<file path="config.mk">
export PLATFORM = sky130hd
export DESIGN_NAME = data_ready_pipe
export DESIGN_NICKNAME = d
export VERILOG_FILES = /design/src/rtl/data_if_pkg.sv /design/src/rtl/data_ready_pipe.sv
export SDC_FILE = /design/constraint.sdc
export NUM_CORES = 1
export LEC_CHECK = 0
export BUFFER_PORTS_ARGS = -buffer_cell sky130_fd_sc_hd__buf_2
export CORE_ASPECT_RATIO = 0.6
export CORE_MARGIN = 5
export CORE_UTILIZATION = 45
export CTS_CLUSTER_DIAMETER = 30
export CTS_CLUSTER_SIZE = 30
export DETAILED_ROUTE_END_ITERATION = 10
export PLACE_DENSITY = 0.69
export SYNTH_ARGS = -nofsm -noshare
export SYNTH_HDL_FRONTEND = slang
export SYNTH_SLANG_ARGS = --single-unit
</file>
<file path="constraint.sdc">
create_clock -name clock -period 1.2 [get_ports clock]
set_input_delay 0.18 -clock clock [delete_from_list [all_inputs] [get_ports clock]]
set_output_delay 0.18 -clock clock [all_outputs]
set_load 0.02 [all_outputs]
</file>
<file path="src/rtl/data_if_pkg.sv">
// data_if_pkg: shared state encoding and occupancy constants for the valid/ready stream stages
package data_if_pkg;
   typedef enum logic [1:0] {EMPTY = 2'd0, HALF = 2'd1, FULL = 2'd2} pipe_state_e;
   localparam logic [1:0] OCC_EMPTY = 2'd0;
   localparam logic [1:0] OCC_HALF  = 2'd1;
   localparam logic [1:0] OCC_FULL  = 2'd2;
   function automatic logic [1:0] occ_of(input pipe_state_e s);
      return (s == FULL) ? OCC_FULL : (s == HALF) ? OCC_HALF : OCC_EMPTY;
   endfunction
endpackage

</file>
<file path="src/rtl/data_ready_pipe.sv">
// data_ready_pipe: backward-registered valid/ready stage with a 2-entry skid buffer
//   clock, rst, clk_en                  : clock, sync active-high reset, cycle qualifier
//   from_up_vld/from_up_data/to_up_ready : upstream side, ready is a flop
//   to_down_vld/to_down_data/from_down_ready : downstream side, valid/data are flops
//   occupancy                           : beats held (0..2)
//   proto_err                           : sticky flag, upstream dropped or changed a stalled beat
module data_ready_pipe
   import data_if_pkg::*;
#(
   parameter int DSIZE = 8
) (
   input  logic             clock,
   input  logic             rst,
   input  logic             clk_en,
   input  logic             from_up_vld,
   input  logic [DSIZE-1:0] from_up_data,
   output logic             to_up_ready,
   input  logic             from_down_ready,
   output logic             to_down_vld,
   output logic [DSIZE-1:0] to_down_data,
   output logic [1:0]       occupancy,
   output logic             proto_err
);
   pipe_state_e      state_q, state_d;
   logic [DSIZE-1:0] main_q, main_d, skid_q, skid_d, shadow_q;
   logic             rdy_q, vld_q, pend_q, err_q, push, pop;
   logic [1:0]       occ_q;
   assign push = from_up_vld & rdy_q & clk_en;
   assign pop  = vld_q & from_down_ready & clk_en;
   always_comb begin
      state_d = state_q;
      main_d  = main_q;
      skid_d  = skid_q;
      case (state_q)
         EMPTY: if (push) begin
            state_d = HALF;
            main_d  = from_up_data;
         end
         HALF: begin
            if (push && !pop) begin
               state_d = FULL;
               skid_d  = from_up_data;
            end else if (push && pop) main_d = from_up_data;
            else if (pop) state_d = EMPTY;
         end
         FULL: if (pop) begin
            state_d = HALF;
            main_d  = skid_q;
            skid_d  = '0;
         end
         default: state_d = EMPTY;
      endcase
   end
   // Outputs are registered from the next state so no output depends combinationally on from_down_ready
   always_ff @(posedge clock) begin
      if (rst) begin
         state_q <= EMPTY;
         main_q  <= '0;
         skid_q  <= '0;
         rdy_q   <= 1'b0;
         vld_q   <= 1'b0;
         occ_q   <= OCC_EMPTY;
      end else if (clk_en) begin
         state_q <= state_d;
         main_q  <= main_d;
         skid_q  <= skid_d;
         rdy_q   <= state_d != FULL;
         vld_q   <= state_d != EMPTY;
         occ_q   <= occ_of(state_d);
      end
   end
   // A beat offered while ready was low must be re-offered unchanged on the next enabled cycle
   always_ff @(posedge clock) begin
      if (rst) begin
         pend_q   <= 1'b0;
         shadow_q <= '0;
         err_q    <= 1'b0;
      end else if (clk_en) begin
         pend_q   <= from_up_vld & ~rdy_q;
         shadow_q <= from_up_data;
         if (pend_q && (!from_up_vld || from_up_data != shadow_q)) err_q <= 1'b1;
      end
   end
   assign to_up_ready  = rdy_q;
   assign to_down_vld  = vld_q;
   assign to_down_data = main_q;
   assign occupancy    = occ_q;
   assign proto_err    = err_q;
endmodule
</file>
# ---- Yosys cells after proc, flatten, opt, wreduce, memory -nomap -nowiden
# Cells that the tools add are included.
dict set report op_classes {
  reduce_logical 13
  n_mux 16
  n_eq_ne 11
  bitwise_logic 6
}
# op n
set op_table {}
lappend op_table {{$mux W8} 6}
lappend op_table {{$pmux W8 S3} 1}
lappend op_table {{$pmux W8 S2} 1}
lappend op_table {{$mux W2} 6}
lappend op_table {{$ne A2 B2 Y1 const B} 6}
lappend op_table {{$ne A8 B8 Y1} 1}
lappend op_table {{$pmux W2 S3} 1}
lappend op_table {{$reduce_and A6 Y1} 1}
lappend op_table {{$and A1 B1 Y1} 5}
lappend op_table {{$eq A2 B1 Y1 const B} 2}
lappend op_table {{$eq A2 B2 Y1 const B} 2}
lappend op_table {{$reduce_and A4 Y1} 1}
lappend op_table {{$reduce_bool A2 Y1} 2}
lappend op_table {{$logic_and A1 B1 Y1} 3}
lappend op_table {{$reduce_bool A3 Y1} 1}
lappend op_table {{$logic_not A1 Y1} 2}
lappend op_table {{$logic_not A2 Y1} 1}
lappend op_table {{$reduce_and A2 Y1} 1}
lappend op_table {{$logic_or A1 B1 Y1} 1}
lappend op_table {{$mux W1} 1}
lappend op_table {{$not A1 Y1} 1}
dict set report totals {
  inputBits 13
  out_inout_bits 13
  reg_bits 32
  elab_cells 55
}

# ---- Depth between registers and ports, before layout
dict set report depth {
  ltp_word 9
  depth_mapped 5
}

# ---- Worst setup path before layout
# OpenSTA, ideal clock, no wires.
dict set report synth_path {
  path_kind {register -> register}
  startpoint {register vld_q, in the netlist to_down_vld}
  endpoint {register main_q[0], in the netlist to_down_data[0]}
  path_slack_ns -0.237
  stages_incl_launch_ff 6
  setup_ns 0.143
  required_time_ns 1.057
  path_buffers 1
  synth_period_minus_slack_ns 1.437
  t_arrival_ns 1.294
  path_cell_list {dfxtp_1 nand2_2 o22ai_4 and2_4 buf_6 a211oi_2}
}
dict set report synth_between {
  elab_chain_len 6
  word_cells_on_any_way 9
  classes_between {eq/ne (3); bitwise (2); reduce/logical (4)}
}
# element line_no
set synth_rtl {}
lappend synth_rtl {{start, declared} data_ready_pipe.sv:26} ;# logic rdy_q, vld_q, pend_q, err_q, push, pop;
lappend synth_rtl {{start signal, assigned} data_ready_pipe.sv:61} ;# vld_q <= 1'b0;
lappend synth_rtl {{start signal, assigned} data_ready_pipe.sv:68} ;# vld_q <= state_d != EMPTY;
lappend synth_rtl {{$and A1 B1 Y1 * (2 in series)} data_ready_pipe.sv:29} ;# assign pop = vld_q & from_down_ready & clk_en;
lappend synth_rtl {{$logic_not A1 Y1} data_ready_pipe.sv:40} ;# if (push && !pop) begin
lappend synth_rtl {{$logic_and A1 B1 Y1} data_ready_pipe.sv:40}
lappend synth_rtl {{$ne A2 B2 Y1 (no line)} n/a}
lappend synth_rtl {{$reduce_and A6 Y1 (no line) *} n/a}
lappend synth_rtl {{end signal, assigned} data_ready_pipe.sv:65} ;# main_q <= main_d;
lappend synth_rtl {{end, declared} data_ready_pipe.sv:25} ;# logic [DSIZE-1:0] main_q, main_d, skid_q, skid_d, shadow_q;
# Mark *: on every way between the ends. The rest lies on a longest branch, timed or not.
# A chain may end at the register's enable or synchronous reset.

# ---- Worst setup path after layout
dict set report layout_path {
  startpoint {register state_q[0]}
  endpoint {register main_q[7], in the netlist to_down_data[7]}
}
dict set report layout_between {
  elab_chain_len 3
  word_cells_on_any_way 10
  classes_between {eq/ne (6); mux (1); reduce/logical (3)}
}
# element line_no
set layout_rtl {}
lappend layout_rtl {{start, declared} data_ready_pipe.sv:24} ;# pipe_state_e state_q, state_d;
lappend layout_rtl {{start signal, assigned} data_ready_pipe.sv:64} ;# state_q <= state_d;
lappend layout_rtl {{$eq A2 B1 Y1, or another cell as far along} data_ready_pipe.sv:34} ;# case (state_q)
lappend layout_rtl {{$ne A2 B2 Y1 (no line) or $reduce_bool A3 Y1 (tied branches)} n/a}
lappend layout_rtl {{$reduce_and A6 Y1 (no line)} n/a}
# Several ways; a longest one is shown, not always the timed one.

==> run summary <==
The flow ran to the end, but the final reports show violations. The final reports fail on setup timing. The critical path starts at state_q[0]. Setup repair after global routing could not meet its margin everywhere. Routability-driven placement finished with a final weighted congestion of 0.842.

The antenna violation net count after detailed routing is 0, and the count of final hold-check violations is 0. In this run the cell area of the synthesized design comes to 1460 µm². The final worst-path cycle share came out at 105%. The tools report the nature of the critical path startpoint as a flip-flop. Synthesis handed over a netlist of 135 instances. The total wirelength of the detailed-routed design was 3.48 mm; the worst ir drop on vdd was 0.661 mV. The tightest min-delay check is of the input port to flip-flop type. The worst-case setup margin in the final layout was -0.0592 ns. The final max-slew violation count is 0, and the detailed-routing iteration count for the pre-antenna-repair pass is 4.

Average vias per placed instance: 5.36. Data arrives at the worst endpoint at 1.42 ns. After detailed placement, the design holds a cell count of 212.

The logs give 18 for the final number of setup-violating endpoints and 254 for the number of fill cells. The distinct cell type count after synthesis is 38. Yosys attributes the largest share of cell area to sky130_fd_sc_hd__dfxtp_1 (44%), sky130_fd_sc_hd__mux2i_1 (11%), sky130_fd_sc_hd__a211oi_2 (6.9%), sky130_fd_sc_hd__a32o_1 (5.5%), sky130_fd_sc_hd__a21oi_1 (4.5%). The clock reaches the later pin of the worst-skew pair after 0.28 ns.

For the pin with the worst max-slew slack, the measured transition is 0.360 ns. Derived from the worst setup path, the maximum achievable clock frequency is 794 MHz. The tools report the cell chosen for the clock root as sky130_fd_sc_hd__clkbuf_8. No sink is reached through more buffers than the 2 on the longest clock path.

The die covers 4520 µm². During synthesis, Yosys emitted a total of 0 warnings. The category of the most critical setup path is flip-flop to flip-flop. For flop-to-flop paths, the worst setup slack is -0.06 ns.

The global-route wire length before repair came out at 5.84 mm. The kind of capture point of the worst setup path was a flip-flop. The endpoint of the worst hold-timing path is skid_q[0]. The HPWL after detailed placement is 2.51 mm.

Dividing total power by cell area gives a power density of 1250 nW/µm². Relative to the synthesized area, the layout overhead comes to 33.2%. Global routing used 17.1% of the available tracks. The proportion of netlist area held by the largest area contributor was 43.9%; the via count of the first global-routing pass was 1202. The synthesized netlist net count was 148; the horizontal die dimension was 83.5 µm. In this run, the number of DRC markers left after iteration 0 of detailed routing was 46.

The tools report the launch instance of the worst min-delay path as from_up_data[0]. For the number of buffers created by CTS, the log shows 5. The floorplan has 16 rows.

In the layout the commonest cells are sky130_fd_sc_hd__buf_2 (25), sky130_fd_sc_hd__dfxtp_1 (25), sky130_fd_sc_hd__mux2i_1 (16). In this run the worst path has a maximum fanout of 8. The share of post-route cells with drive strength above 1 came out at 46.0%. The tools report the number of max-capacitance violations reported as 0. The smallest clock period supported by the final layout is computed as 1.26 ns.

Critical register-to-register path startpoint: state_q[0]. The run gives 0 as the number of antenna repair diodes. For this design, the sink count on the clock tree is 32.

The sequential-to-total area share from yosys stat came out at 43.9%. After global routing the overflow that remains totals 0. The initial utilization of the core area, before any placement, comes to 45.8%. The library cell with the largest summed area after synthesis is sky130_fd_sc_hd__dfxtp_1.

After synthesis the netlist holds a flip-flop and latch count of 32. In this run the critical register-to-register path is captured at to_down_data[7]. The number of stages on the worst hold path is 2, and the number of top-level design ports is 26. Summed over all cells, the static leakage comes to 0.873 nW. The floorplan step defined a core boundary enclosing 3180 µm².

The initial antenna violation count is 0, and the net count of the finished layout is 188. The floorplan step set the die height to 54.1 µm. After detailed routing, the average wire length per cell comes to 15.8 µm. The average cell area after synthesis was 10.8 µm². For the worst-case hold slack, the log shows 0.162 ns. The routed layout has 1185 vias.

TritonCTS built the clock tree. Number of cells on the worst reg-to-reg path: 4. The total number of H-tree levels came out at 2. After detailed routing, the number of remaining DRC violations is 0.

The count of buffers added on input and output ports is 25. Hold repair after CTS inserted 0 buffers. The data required time of the worst path is 1.37 ns, and the post-CTS clock slew at the launch and capture registers of the worst setup and hold paths is 0.07 ns. The worst max-slew margin expressed relative to the limit was 75.8%.

Entering global routing, the biggest net connects 22 pins. The count of cells in the finished layout, fillers not included, comes to 221. Worst clock skew: 0.00575 ns.
-- cells by family (layout without fill, tap and decap cells) --
kind of cell | after synthesis | in the layout | share of synthesized area (%)
compound gates | 41 | 41 | 24.9
xor+xnor | 9 | 9 | 5.40
buf+inv | 10 | 51 | 3.52
flops | 32 | 32 | 43.9
mux | 16 | 16 | 11.0
simple gates | 27 | 27 | 11.3
-- worst max-delay path: stages (launching register included) --
cell	delay [ns]
sky130_fd_sc_hd__dfxtp_4	0.36
sky130_fd_sc_hd__nand2b_4	0.16
sky130_fd_sc_hd__o22ai_4	0.24
sky130_fd_sc_hd__and2_4	0.29
sky130_fd_sc_hd__a211oi_2	0.09
-- metal layers --
layer / up-vias / wire length [µm] / GRT usage, %
li1: 585 / - / -
met1: 556 / 1660 / 21.8
met3: 9 / 207 / 5.66
met5: - / 0 / 0
met2: 35 / 1550 / 26.9
met4: 0 / 61 / 7.75
-- through the flow --
step	instance area [µm²]	total power, mW	worst slack [ns]	setup TNS [ns]	util, %
floorplan	1480	1.35	-0.0630	-0.779	-
global placement	1750	1.48	-0.0747	-0.711	55.0
detailed placement	1750	1.49	-0.133	-1.45	55.0
CTS	1910	2.43	-0.0526	-0.586	60.0
global route	1940	2.53	-0.0985	-1.52	61.0
finish	1940	2.43	-0.0592	-0.573	61.0
-- cells in the mapped netlist --
cell type and number:
sky130_fd_sc_hd__clkbuf_1 1, sky130_fd_sc_hd__o22ai_4 1, sky130_fd_sc_hd__nand3_1 1, sky130_fd_sc_hd__dfxtp_1 32, sky130_fd_sc_hd__a21oi_1 13, sky130_fd_sc_hd__nand2_2 1
sky130_fd_sc_hd__or2b_1 1, sky130_fd_sc_hd__buf_6 1, sky130_fd_sc_hd__buf_1 3, sky130_fd_sc_hd__nor3_4 1, sky130_fd_sc_hd__xnor2_1 5, sky130_fd_sc_hd__nand2_1 5
sky130_fd_sc_hd__buf_2 2, sky130_fd_sc_hd__and2_4 1, sky130_fd_sc_hd__a211oi_1 1, sky130_fd_sc_hd__buf_4 1, sky130_fd_sc_hd__o21ai_0 1, sky130_fd_sc_hd__nor3_1 1
sky130_fd_sc_hd__nand3b_4 1, sky130_fd_sc_hd__a221o_1 1, sky130_fd_sc_hd__a32o_1 8, sky130_fd_sc_hd__nor4b_1 1, sky130_fd_sc_hd__o211a_1 2, sky130_fd_sc_hd__xor2_1 4
sky130_fd_sc_hd__a211oi_2 8, sky130_fd_sc_hd__inv_1 2, sky130_fd_sc_hd__a21bo_2 1, sky130_fd_sc_hd__o22ai_1 1, sky130_fd_sc_hd__nand3b_1 1, sky130_fd_sc_hd__o221a_2 1
sky130_fd_sc_hd__nor2_1 9, sky130_fd_sc_hd__o221ai_1 1, sky130_fd_sc_hd__nand2b_2 1, sky130_fd_sc_hd__nand2b_1 2, sky130_fd_sc_hd__nand4_1 1, sky130_fd_sc_hd__a21boi_2 1
sky130_fd_sc_hd__a22oi_1 1, sky130_fd_sc_hd__mux2i_1 16
-- state kept, by name, summed over array words and instances (netlist names), 2 cells and up --
register and cells:
occupancy 2, to_down_data 8, shadow_q 8, state_q 2
skid_q 8
-- how the worst max path moves through the flow --
stage,end,slack (ns),cells after the start
6_report,to_down_data[7],-0.06,4
5_1_grt,skid_q[6],-0.1,5
3_3_place_gp,skid_q[0],-0.07,4
4_1_cts,to_down_data[7],-0.05,4
3_5_place_dp,skid_q[3],-0.13,4
2_1_floorplan,to_down_data[0],-0.06,5
-- report_power, final --
part / total, mW / switching [mW] / internal, mW
Sequential: 1.13 / 0.0311 / 1.10
Clock: 0.940 / 0.408 / 0.532
Combinational: 0.357 / 0.193 / 0.164
Total: 2.43 / 0.632 / 1.80
-- area by class of cell --
type / instances / area (µm²) / share of cell area, %
multi-input combinational: 93 / 827 / 42.6
clock buffer: 7 / 97.6 / 5.02
timing repair buffer: 41 / 290 / 14.9
tap: 45 / 56.3 / 2.90
inverter: 2 / 7.51 / 0.386
clock inverter: 1 / 5.00 / 0.258
sequential: 32 / 659 / 33.9
-- what timing repair did --
item,4_1_cts,5_1_grt
buffers inserted,1,0
pin swaps,15,14
gates resized for setup,8,9
hold endpoints to repair,0,0
setup endpoints to repair,19,21
No activity file was read; power rests on OpenSTA's default activity.
